--- src/rtl/sdram_arb_n_if.sv ---
// sdram_arb_n_if: bundles the per-port master buses and the shared sdram32 core
// request/response bus that the N-port arbiter sits between.
// The slave modport is the arbiter's view; the master modport is the view of
// whoever drives the ports and models the core.
interface sdram_arb_n_if #(
  parameter int NUM_PORTS       = 2,
  parameter int ADDR_W          = 32,
  parameter int DATA_W          = 32,
  parameter int MAX_OUTSTANDING = 4
);
  localparam int WR_W  = DATA_W / 8;
  localparam int CNT_W = $clog2(MAX_OUTSTANDING) + 1;

  // Master-side request buses, one slice per port
  logic [NUM_PORTS*WR_W-1:0]   port_wr_i;
  logic [NUM_PORTS-1:0]        port_rd_i;
  logic [NUM_PORTS*8-1:0]      port_len_i;
  logic [NUM_PORTS*ADDR_W-1:0] port_addr_i;
  logic [NUM_PORTS*DATA_W-1:0] port_write_data_i;
  logic [NUM_PORTS-1:0]        port_accept_o;
  logic [NUM_PORTS-1:0]        port_ack_o;
  logic [NUM_PORTS-1:0]        port_error_o;
  logic [DATA_W-1:0]           port_read_data_o;

  // Shared core bus
  logic [WR_W-1:0]             core_wr_o;
  logic                        core_rd_o;
  logic [ADDR_W-1:0]           core_addr_o;
  logic [DATA_W-1:0]           core_write_data_o;
  logic                        core_accept_i;
  logic                        core_ack_i;
  logic                        core_error_i;
  logic [DATA_W-1:0]           core_read_data_i;

  // Status
  logic [CNT_W-1:0]            outstanding_o;
  logic                        unexpected_ack_o;

  modport slave (
    input  port_wr_i, port_rd_i, port_len_i, port_addr_i, port_write_data_i,
    output port_accept_o, port_ack_o, port_error_o, port_read_data_o,
    output core_wr_o, core_rd_o, core_addr_o, core_write_data_o,
    input  core_accept_i, core_ack_i, core_error_i, core_read_data_i,
    output outstanding_o, unexpected_ack_o
  );

  modport master (
    output port_wr_i, port_rd_i, port_len_i, port_addr_i, port_write_data_i,
    input  port_accept_o, port_ack_o, port_error_o, port_read_data_o,
    input  core_wr_o, core_rd_o, core_addr_o, core_write_data_o,
    output core_accept_i, core_ack_i, core_error_i, core_read_data_i,
    input  outstanding_o, unexpected_ack_o
  );
endinterface

--- src/rtl/sdram_arb_n.sv ---
// sdram_arb_n: round-robin arbiter sharing one sdram32 core request bus among
// NUM_PORTS masters. Granted port ids are queued in a tag FIFO so acks, which
// the core returns in order, are routed back to the right master.
// Optional feature macro: SDRAM_ARB_BURST_LOCK_EN keeps a grant locked to one
// port for port_len_i+1 accepted requests.
module sdram_arb_n #(
  parameter int NUM_PORTS       = 2,
  parameter int ADDR_W          = 32,
  parameter int DATA_W          = 32,
  parameter int MAX_OUTSTANDING = 4
) (
  input  logic         clk_i,
  input  logic         rst_i,
  sdram_arb_n_if.slave bus
);
  localparam int WR_W  = DATA_W / 8;
  localparam int TAG_W = (NUM_PORTS > 1) ? $clog2(NUM_PORTS) : 1;
  localparam int PTR_W = (MAX_OUTSTANDING > 1) ? $clog2(MAX_OUTSTANDING) : 1;
  localparam int CNT_W = $clog2(MAX_OUTSTANDING) + 1;

  typedef enum logic [0:0] {GRANT_IDLE, GRANT_HOLD} state_t;

  state_t             state_q, state_d;
  logic [TAG_W-1:0]   grant_q, grant_d;
  logic [TAG_W-1:0]   rr_q, rr_d;
  logic [CNT_W-1:0]   cnt_q, cnt_d;
  logic [PTR_W-1:0]   wr_ptr_q, wr_ptr_d;
  logic [PTR_W-1:0]   rd_ptr_q, rd_ptr_d;
  logic [TAG_W-1:0]   tag_mem_q [MAX_OUTSTANDING];
  logic [TAG_W-1:0]   tag_mem_d [MAX_OUTSTANDING];
  logic [ADDR_W-1:0]  addr_hold_q, addr_hold_d;
  logic [DATA_W-1:0]  wdata_hold_q, wdata_hold_d;

`ifdef SDRAM_ARB_BURST_LOCK_EN
  logic [7:0]         beat_cnt_q, beat_cnt_d;
  logic [7:0]         beat_cur;
`else
  logic               unused_len;
  assign unused_len = ^bus.port_len_i;
`endif

  logic [NUM_PORTS-1:0] req;
  logic [TAG_W-1:0]     pick;
  logic                 pick_vld;
  logic [TAG_W-1:0]     cur;
  logic [TAG_W-1:0]     cur_next;
  logic                 presenting;
  logic                 accept;
  logic                 push;
  logic                 pop;
  logic                 fifo_full;
  logic                 fifo_empty;
  logic [TAG_W-1:0]     head;
  logic [NUM_PORTS-1:0] one_hot_1;

  assign one_hot_1  = {{(NUM_PORTS-1){1'b0}}, 1'b1};
  assign fifo_full  = (cnt_q == CNT_W'(MAX_OUTSTANDING));
  assign fifo_empty = (cnt_q == '0);
  assign head       = tag_mem_q[rd_ptr_q];

  // Per-port request: any byte strobe or a read
  always_comb begin
    req = '0;
    for (int p = 0; p < NUM_PORTS; p++) begin
      req[p] = (|bus.port_wr_i[p*WR_W +: WR_W]) | bus.port_rd_i[p];
    end
  end

  // Round-robin pick: first requester at or after rr_q, wrapping
  always_comb begin
    pick     = '0;
    pick_vld = 1'b0;
    for (int i = 0; i < NUM_PORTS; i++) begin
      if (!pick_vld && req[(int'(rr_q) + i) % NUM_PORTS]) begin
        pick_vld = 1'b1;
        pick     = TAG_W'((int'(rr_q) + i) % NUM_PORTS);
      end
    end
  end

  // Grant FSM next-state, presentation, accept and rotation update
  always_comb begin
    state_d    = state_q;
    grant_d    = grant_q;
    rr_d       = rr_q;
    cur        = grant_q;
    presenting = 1'b0;
    accept     = 1'b0;
`ifdef SDRAM_ARB_BURST_LOCK_EN
    beat_cnt_d = beat_cnt_q;
    beat_cur   = beat_cnt_q;
`endif
    case (state_q)
      GRANT_IDLE: begin
        // Selection and first presentation happen in the same cycle
        if (pick_vld && !fifo_full) begin
          cur        = pick;
          presenting = 1'b1;
          grant_d    = pick;
          state_d    = GRANT_HOLD;
`ifdef SDRAM_ARB_BURST_LOCK_EN
          beat_cur   = bus.port_len_i[int'(pick)*8 +: 8];
          beat_cnt_d = beat_cur;
`endif
        end
      end
      GRANT_HOLD: begin
        cur        = grant_q;
        presenting = req[grant_q] && !fifo_full;
`ifndef SDRAM_ARB_BURST_LOCK_EN
        // A master that abandons its request frees the bus for re-arbitration
        if (!req[grant_q]) state_d = GRANT_IDLE;
`endif
      end
      default: state_d = GRANT_IDLE;
    endcase

    cur_next = (cur == TAG_W'(NUM_PORTS - 1)) ? '0 : cur + 1'b1;
    accept   = presenting && bus.core_accept_i;

    if (accept) begin
`ifdef SDRAM_ARB_BURST_LOCK_EN
      if (beat_cur == 8'd0) begin
        rr_d    = cur_next;
        state_d = GRANT_IDLE;
      end else begin
        beat_cnt_d = beat_cur - 8'd1;
        state_d    = GRANT_HOLD;
      end
`else
      rr_d    = cur_next;
      state_d = GRANT_IDLE;
`endif
    end
  end

  // Tag FIFO bookkeeping and held core address/data
  always_comb begin
    push         = accept;
    pop          = bus.core_ack_i && !fifo_empty;
    tag_mem_d    = tag_mem_q;
    wr_ptr_d     = wr_ptr_q;
    rd_ptr_d     = rd_ptr_q;
    cnt_d        = cnt_q;
    addr_hold_d  = addr_hold_q;
    wdata_hold_d = wdata_hold_q;
    if (push) begin
      tag_mem_d[wr_ptr_q] = cur;
      wr_ptr_d = (wr_ptr_q == PTR_W'(MAX_OUTSTANDING - 1)) ? '0 : wr_ptr_q + 1'b1;
    end
    if (pop) begin
      rd_ptr_d = (rd_ptr_q == PTR_W'(MAX_OUTSTANDING - 1)) ? '0 : rd_ptr_q + 1'b1;
    end
    case ({push, pop})
      2'b10:   cnt_d = cnt_q + 1'b1;
      2'b01:   cnt_d = cnt_q - 1'b1;
      default: cnt_d = cnt_q;
    endcase
    if (presenting) begin
      addr_hold_d  = bus.port_addr_i[int'(cur)*ADDR_W +: ADDR_W];
      wdata_hold_d = bus.port_write_data_i[int'(cur)*DATA_W +: DATA_W];
    end
  end

  // Output drive; everything forced quiet while reset is asserted
  always_comb begin
    bus.core_wr_o         = '0;
    bus.core_rd_o         = 1'b0;
    bus.core_addr_o       = '0;
    bus.core_write_data_o = '0;
    bus.port_accept_o     = '0;
    bus.port_ack_o        = '0;
    bus.port_error_o      = '0;
    bus.port_read_data_o  = '0;
    bus.unexpected_ack_o  = 1'b0;
    if (!rst_i) begin
      bus.core_addr_o       = addr_hold_d;
      bus.core_write_data_o = wdata_hold_d;
      if (presenting) begin
        bus.core_wr_o = bus.port_wr_i[int'(cur)*WR_W +: WR_W];
        bus.core_rd_o = bus.port_rd_i[cur];
      end
      if (accept) bus.port_accept_o = one_hot_1 << cur;
      if (pop) begin
        bus.port_ack_o   = one_hot_1 << head;
        bus.port_error_o = bus.core_error_i ? (one_hot_1 << head) : '0;
      end
      bus.port_read_data_o = bus.core_read_data_i;
      bus.unexpected_ack_o = bus.core_ack_i && fifo_empty;
    end
  end

  assign bus.outstanding_o = cnt_q;

  // Control state registers with synchronous reset
  always_ff @(posedge clk_i) begin
    if (rst_i) begin
      state_q      <= GRANT_IDLE;
      grant_q      <= '0;
      rr_q         <= '0;
      cnt_q        <= '0;
      wr_ptr_q     <= '0;
      rd_ptr_q     <= '0;
      addr_hold_q  <= '0;
      wdata_hold_q <= '0;
`ifdef SDRAM_ARB_BURST_LOCK_EN
      beat_cnt_q   <= '0;
`endif
    end else begin
      state_q      <= state_d;
      grant_q      <= grant_d;
      rr_q         <= rr_d;
      cnt_q        <= cnt_d;
      wr_ptr_q     <= wr_ptr_d;
      rd_ptr_q     <= rd_ptr_d;
      addr_hold_q  <= addr_hold_d;
      wdata_hold_q <= wdata_hold_d;
`ifdef SDRAM_ARB_BURST_LOCK_EN
      beat_cnt_q   <= beat_cnt_d;
`endif
    end
  end

  // Tag storage; validity is tracked by the pointers, so no reset needed
  always_ff @(posedge clk_i) begin
    tag_mem_q <= tag_mem_d;
  end

endmodule

--- src/flat_wrapper.sv ---
// flat-port wrapper written by rule: the top's interface ports become plain ports
module sdram_arb_n_flat 
#(
  parameter int NUM_PORTS       = 2,
  parameter int ADDR_W          = 32,
  parameter int DATA_W          = 32,
  parameter int MAX_OUTSTANDING = 4
)
  (clk_i, rst_i, bus_port_wr_i, bus_port_rd_i, bus_port_len_i, bus_port_addr_i, bus_port_write_data_i, bus_port_accept_o, bus_port_ack_o, bus_port_error_o, bus_port_read_data_o, bus_core_wr_o, bus_core_rd_o, bus_core_addr_o, bus_core_write_data_o, bus_core_accept_i, bus_core_ack_i, bus_core_error_i, bus_core_read_data_i, bus_outstanding_o, bus_unexpected_ack_o);
  sdram_arb_n_if #(.NUM_PORTS(NUM_PORTS), .ADDR_W(ADDR_W), .DATA_W(DATA_W), .MAX_OUTSTANDING(MAX_OUTSTANDING)) bus_i ();
  input  logic clk_i;
  input  logic rst_i;
  input wire logic [$bits(bus_i.port_wr_i)-1:0] bus_port_wr_i;
  input wire logic [$bits(bus_i.port_rd_i)-1:0] bus_port_rd_i;
  input wire logic [$bits(bus_i.port_len_i)-1:0] bus_port_len_i;
  input wire logic [$bits(bus_i.port_addr_i)-1:0] bus_port_addr_i;
  input wire logic [$bits(bus_i.port_write_data_i)-1:0] bus_port_write_data_i;
  output wire logic [$bits(bus_i.port_accept_o)-1:0] bus_port_accept_o;
  output wire logic [$bits(bus_i.port_ack_o)-1:0] bus_port_ack_o;
  output wire logic [$bits(bus_i.port_error_o)-1:0] bus_port_error_o;
  output wire logic [$bits(bus_i.port_read_data_o)-1:0] bus_port_read_data_o;
  output wire logic [$bits(bus_i.core_wr_o)-1:0] bus_core_wr_o;
  output wire logic [$bits(bus_i.core_rd_o)-1:0] bus_core_rd_o;
  output wire logic [$bits(bus_i.core_addr_o)-1:0] bus_core_addr_o;
  output wire logic [$bits(bus_i.core_write_data_o)-1:0] bus_core_write_data_o;
  input wire logic [$bits(bus_i.core_accept_i)-1:0] bus_core_accept_i;
  input wire logic [$bits(bus_i.core_ack_i)-1:0] bus_core_ack_i;
  input wire logic [$bits(bus_i.core_error_i)-1:0] bus_core_error_i;
  input wire logic [$bits(bus_i.core_read_data_i)-1:0] bus_core_read_data_i;
  output wire logic [$bits(bus_i.outstanding_o)-1:0] bus_outstanding_o;
  output wire logic [$bits(bus_i.unexpected_ack_o)-1:0] bus_unexpected_ack_o;
  assign bus_i.port_wr_i = bus_port_wr_i;
  assign bus_i.port_rd_i = bus_port_rd_i;
  assign bus_i.port_len_i = bus_port_len_i;
  assign bus_i.port_addr_i = bus_port_addr_i;
  assign bus_i.port_write_data_i = bus_port_write_data_i;
  assign bus_port_accept_o = bus_i.port_accept_o;
  assign bus_port_ack_o = bus_i.port_ack_o;
  assign bus_port_error_o = bus_i.port_error_o;
  assign bus_port_read_data_o = bus_i.port_read_data_o;
  assign bus_core_wr_o = bus_i.core_wr_o;
  assign bus_core_rd_o = bus_i.core_rd_o;
  assign bus_core_addr_o = bus_i.core_addr_o;
  assign bus_core_write_data_o = bus_i.core_write_data_o;
  assign bus_i.core_accept_i = bus_core_accept_i;
  assign bus_i.core_ack_i = bus_core_ack_i;
  assign bus_i.core_error_i = bus_core_error_i;
  assign bus_i.core_read_data_i = bus_core_read_data_i;
  assign bus_outstanding_o = bus_i.outstanding_o;
  assign bus_unexpected_ack_o = bus_i.unexpected_ack_o;
  sdram_arb_n #(.NUM_PORTS(NUM_PORTS), .ADDR_W(ADDR_W), .DATA_W(DATA_W), .MAX_OUTSTANDING(MAX_OUTSTANDING)) u_core (.clk_i(clk_i), .rst_i(rst_i), .bus(bus_i));
endmodule
--- config.mk ---
export PLATFORM = sky130hd
export DESIGN_NAME = sdram_arb_n_flat
export DESIGN_NICKNAME = d
export VERILOG_FILES = /design/src/rtl/sdram_arb_n_if.sv /design/src/rtl/sdram_arb_n.sv /design/src/flat_wrapper.sv
export SDC_FILE = /design/constraint.sdc
export NUM_CORES = 1
export LEC_CHECK = 0
export CORE_MARGIN = 3
export CORE_UTILIZATION = 35
export CTS_CLUSTER_DIAMETER = 60
export DETAILED_ROUTE_END_ITERATION = 8
export PLACE_DENSITY_LB_ADDON = 0.3
export SYNTH_ARGS = -nofsm -noshare
export SYNTH_HDL_FRONTEND = slang
export SYNTH_SLANG_ARGS = --single-unit
export TNS_END_PERCENT = 100
--- constraint.sdc ---
create_clock -name clk_i -period 2.4 [get_ports clk_i]
set_input_delay 0.48 -clock clk_i [delete_from_list [all_inputs] [get_ports clk_i]]
set_output_delay 0.48 -clock clk_i [all_outputs]
set_load 0.02 [all_outputs]
======== Word level (Yosys, flattened, before mapping) ========
Cells that the tools add are included.
storage, ports and cells
  word-level logic and storage cells ...... 102
  register bits ........................... 78
  input bits .............................. 191
operators by class
  order comparisons ....................... 7
  eq/ne operators ......................... 5
  bitwise gates (word level) .............. 6
  muxes and demuxes ....................... 46
  shift-type cells ........................ 5
  $add $sub $neg .......................... 6
  reductions and logical operators ........ 15
operators by type and width
  operator               count
  $mux W32               5
  $shiftx A64 B7 Y32     2
  $mux W1                23
  $mux W2                9
  $mux W4                2
  $reduce_or A4 Y1       2
  $shiftx A8 B4 Y4       1
  $logic_and A1 B1 Y1    7
  $eq A2 B2 Y1 const B   3
  $ge A3 B3 Y1 const B   2
  $lt A1 B2 Y1 const B   3
  $not A2 Y3             2
  $pmux W1 S2            3
  $pmux W3 S2            1
  $add A2 B1 Y2 const B  2
  $bwmux W4              1
  $shl A1 B1 Y2 const A  2
  $add A3 B1 Y3 const B  1
  $eq A3 B3 Y1 const B   1
  $logic_not A1 Y1       3
  $logic_not A3 Y1       1
  $lt A2 B3 Y1 const B   1
  $lt A3 B1 Y1 const B   1
  $sub A3 B1 Y3 const B  1
  other kinds (9)        11

======== Logic depth before layout (Yosys ltp) ========
  word-level depth ........................ 15
  mapped depth ............................ 10
  depth with buffers taken out ............ 9

======== Worst setup path before layout ========
No wires, ideal clock.
  kind .................................... input port to output port
  start ................................... in bus_port_rd_i[0]
  end ..................................... out bus_core_addr_o[12]
  path slack .............................. -258 ps
  path buffers ............................ 2
  arrival time ............................ 2178 ps
  required time ........................... 1920 ps
  stages on the path ...................... 6
  cell sequence ........................... nor3_2 nand4_1 and4_1 buf_6 clkbuf_1 a311oi_1
on the way
  word-level cells in the longest chain between the ends .. 13
  elaborated cells on any way between the ends .. 23
  classes of those cells .................. shift (1); mux (17); bitwise (1); reduce/logical (4)
RTL lines
  item                                        RTL line            text
  from (decl)                                 flat_wrapper.sv:14  input wire logic [$bits(bus_i.port_rd_i)-1:0] bus_port_rd_i;
  $or A1 B1 Y1 (*)                            sdram_arb_n.sv:65   req[p] = (|bus.port_wr_i[p*WR_W +: WR_W]) | bus.port_rd_i[p];
  $mux W1 (not written as such) (2 in a row)  sdram_arb_n.sv:74   if (!pick_vld && req[(int'(rr_q) + i) % NUM_PORTS]) begin
  $mux W1                                     sdram_arb_n.sv:74
  $logic_not A1 Y1                            sdram_arb_n.sv:74
  $logic_and A1 B1 Y1                         sdram_arb_n.sv:74
  $mux W1                                     sdram_arb_n.sv:74
  $logic_and A1 B1 Y1                         sdram_arb_n.sv:96   if (pick_vld && !fifo_full) begin
  $mux W1                                     sdram_arb_n.sv:96
  $pmux W1 S2                                 sdram_arb_n.sv:93   case (state_q)
  $shiftx A64 B7 Y32                          sdram_arb_n.sv:160  addr_hold_d = bus.port_addr_i[int'(cur)*ADDR_W +: ADDR_W];
  $mux W32 (*)                                sdram_arb_n.sv:159  if (presenting) begin
  $mux W32 (*)                                sdram_arb_n.sv:176  if (!rst_i) begin
  to (decl)                                   flat_wrapper.sv:24  output wire logic [$bits(bus_i.core_addr_o)-1:0] bus_core_addr_o;
Mark *: on every way between the ends. The rest lies on a longest branch, timed or not. The select of a mux whose other input is x is not followed.

======== Final worst setup path ========
  start ................................... reg u_core.cnt_q[2], in the netlist u_core.bus.outstanding_o[2]
  end ..................................... out bus_core_write_data_o[30]
on the way
  word-level cells in the longest chain between the ends .. 8
  elaborated cells on any way between the ends .. 11
  classes of those cells .................. eq/ne (1); shift (1); mux (6); reduce/logical (3)
RTL lines
  item                    RTL line                               text
  from (decl)             sdram_arb_n.sv:26                      logic [CNT_W-1:0] cnt_q, cnt_d;
  from (signal assigned)  sdram_arb_n.sv:213                     cnt_q <= cnt_d;
  $eq A3 B3 Y1 (*)        sdram_arb_n.sv:57                      assign fifo_full = (cnt_q == CNT_W'(MAX_OUTSTANDING));
  $logic_not A1 Y1 (*)    sdram_arb_n.sv:96, sdram_arb_n.sv:109
  $logic_and A1 B1 Y1     sdram_arb_n.sv:96
  $mux W1                 sdram_arb_n.sv:96
  $pmux W1 S2             sdram_arb_n.sv:93
  $shiftx A64 B7 Y32      sdram_arb_n.sv:161                     wdata_hold_d = bus.port_write_data_i[int'(cur)*DATA_W +: DATA_W];
  $mux W32 (*)            sdram_arb_n.sv:159
  $mux W32 (*)            sdram_arb_n.sv:176
  to (decl)               flat_wrapper.sv:25                     output wire logic [$bits(bus_i.core_write_data_o)-1:0] bus_core_write_data_o;
Mark *: on every way between the ends. The rest lies on a longest branch, timed or not.

==> flow_metrics.tcl <==
set metrics [dict create \
    antenna_left 0 \
    setup_ws_ns -0.852 \
    max_freq_mhz 307 \
    start_kind "flip-flop" \
    cts_tree "yes" \
    cts_root_buf "clkbuf_16" \
    worst-endpoint-arrival_ns 2.77 \
    ir_drop_v 0.000614 \
    yosysTopAreaCellShare_pct 28.3 \
    place.gp.congestion 0.888 \
    layout-drive-gt1-share_pct 51.2 \
    fin_crit_sh_pct 136 \
    status "complete, but fails checks" \
    drt_wl_total_um 40500 \
    setup_violations 75 \
    clock_latency_ns 0.37 \
    min_path_cells 2 \
    seq_area_frac_synth_pct 30.6 \
    synthCells 567 \
    min_period_ns 3.25 \
    avgSynthCellArea_um2 9.24 \
    grt_max_degree 70 \
    vias_per_cell 7.55 \
    grt_usage_pct 38.9 \
    cp_max_fo 5 \
    synth_nets 765 \
    utilization_pct 87.8 \
    cap_violations 0 \
    hpwl_um 17100 \
    grt_setup_unrepaired "yes" \
    ys_seq_elements 78 \
    final_nets 1118 \
    first_global_vias 7875 \
    final_common_cell "clkdlybuf4s50_1" \
    yosysWarnings 0 \
    htreeDepth 3 \
    leakage_nw 4.33 \
    cp.required_ns 1.92 \
    drt-wirelength-per-cell_um 36.2 \
    relSlewSlack_pct 49.9 \
    cts-buffers-inserted 9 \
    ff2ff_path_depth 11 \
    core-area_um2 14600 \
    final_area_um2 12800 \
    ys_types 43 \
    antenna_found_initial 8 \
    grt_pass1_wl_um 49000 \
    die_area_um2 16500 \
    violations "setup timing" \
    cts.clk_slew.worst_paths_ns 0.06 \
    synth_edf_count 4 \
    port_buffers 285 \
    finalHoldViolCount 0 \
    final_cell_mix "clkdlybuf4s50_1 (198), buf_4 (87), buf_6 (81), o221ai_1 (74), dfxtp_1 (68)" \
    final_max_slew_viol_count 0 \
    hp-class "flip-flop to flip-flop" \
    die_y_um 128 \
    top_level_ports 302 \
    worst_slew_pin_slew_ns 0.752 \
    drtPass1Iterations 6 \
    cts_num_sinks 78 \
    start_util_pct 35.9 \
    dieWidth_um 128 \
    placed_cell_area_um2 9700 \
    ctsHoldBuffers 0 \
    area_delta_synth_final_pct 145 \
    power_density_nw_per_um2 927 \
    syn_area_um2 5240 \
    cp-end-kind "output pin" \
    cts.path.max_buffers 2 \
    overflow 0 \
    drc_errors 0 \
    vias 8438 \
    synth_area_leaders "dfxtp_1 (28%), o221ai_1 (23%), a41oi_1 (11%), a311oi_1 (9.2%), clkbuf_1 (6.0%)" \
    ys.flop_type "dfxtp_1" \
    synth_largest_area_cell "dfxtp_1" \
    critical_path_class "flip-flop to output pin" \
    synth-async-reset-ratio_pct 0 \
    clock_skew_ns 0.0117 \
    drtIter0Drc 1007 \
    num_rows 44 \
]
power breakdown:
part	leakage, nW	internal [W]	switching (W)
combinational	3.54	0.00394	0.00453
sequential	0.656	0.00172	0.000282
clock	0.141	0.000760	0.000640
Yosys cell counts (2+ instances only):
cell type  count
a211o_1        2
a211oi_1       5
a211oi_2       2
a21oi_1        5
a311oi_1      55
a311oi_2      10
a41oi_1       65
and2_1         3
and3_1         4
buf_1          8
buf_2         12
buf_4          2
buf_6          3
clkbuf_1      84
dfxtp_1       74
edfxtp_1       4
ha_1           6
inv_1          7
nand2_1        3
nand2b_1       2
nand3_1        2
nand4_1        5
nor2_1         8
nor2b_1       32
nor3_1         4
nor3_2         2
nor3b_1        2
o221ai_1     138
or3_1          3
xor2_1         2
flip-flops by register name, indices dropped and copies added, names as in the netlist:
| register | flops |
|---|---|
| u_core.tag_mem_q | 4 |
| u_core.wr_ptr_q | 2 |
| u_core.rr_q | 1 |
| u_core.rd_ptr_q | 2 |
| u_core.wdata_hold_q | 32 |
| u_core.grant_q | 1 |
| u_core.addr_hold_q | 32 |
| u_core.state_q | 1 |
| u_core.bus.outstanding_o | 3 |
worst max-delay path, cell delays in order (launching register included):
cell and delay (ns):
dfxtp_4 0.35, nor3b_4 0.17, buf_6 0.13, a211oi_4 0.35
buf_6 0.19, buf_12 0.15, o221ai_4 0.19, a311oi_4 0.66
buf_6 0.21
worst paths after layout:
| check | slack, ns | start | end |
|---|---|---|---|
| min | 0.51 | u_core.rd_ptr_q[0]$_SDFFE_PP0P_ | u_core.rd_ptr_q[0]$_SDFFE_PP0P_ |
| min reg2reg | 0.51 | u_core.rd_ptr_q[0]$_SDFFE_PP0P_ | u_core.rd_ptr_q[0]$_SDFFE_PP0P_ |
| max reg2reg | -0.31 | u_core.bus.outstanding_o[2]$_SDFFE_PP0P_ | u_core.bus.outstanding_o[2]$_SDFFE_PP0P_ |
| max | -0.85 | u_core.bus.outstanding_o[2]$_SDFFE_PP0P_ | bus_core_write_data_o[30] |
kinds of logic after synthesis:
kind of cell | count (synthesis) | synth area share [%]
buffers and inverters | 118 | 9.34
AO/OA/AOI/OAI | 285 | 48.5
XOR/XNOR | 2 | 0.335
AND/OR/NAND/NOR | 74 | 8.58
flip-flops | 78 | 30.6
adder cells (fa/ha/maj) | 7 | 1.82
multiplexers | 3 | 0.836
timing repair:
item | CTS | global route
buffers inserted | 43 | 29
pin swaps | 77 | 38
gates resized for setup | 626 | 82
cloned | 19 | 8
setup endpoints to repair | 79 | 74
hold endpoints to repair | 0 | 0
layout make-up:
type                       count  area (um^2)
timing repair buffer         451         5260
sequential                    78         1620
inverter                       8         30.0
clock inverter                 4         20.0
clock buffer                  12          258
fill                         565         1780
antenna                        8         20.0
multi-input combinational    372         5380
tap                          184          230
routing by layer:
| layer | GRT usage (%) | wire length, um |
|---|---|---|
| met3 | 10.3 | 5080 |
| met2 | 64.5 | 18100 |
| met1 | 43.7 | 13300 |
| met4 | 26.2 | 4000 |
| met5 | 0 | 0 |
metrics by stage:
| step | instances | setup slack [ns] | hold slack [ns] | setup TNS, ns | power [W] |
|---|---|---|---|---|---|
| after floorplan | 567 | -0.104 | 0.458 | -0.504 | 0.00528 |
| after detailed placement | 999 | -1.25 | 0.493 | -100.01 | 0.00745 |
| after global placement | 999 | -1.19 | 0.476 | -91.10 | 0.00733 |
| final | 1117 | -0.852 | 0.506 | -38.35 | 0.0119 |
| after global routing | 1116 | -0.828 | 0.507 | -40.28 | 0.0121 |
| after CTS | 1076 | -0.339 | 0.502 | -21.21 | 0.0105 |
Note: power is estimated with default switching activity, not from simulation.
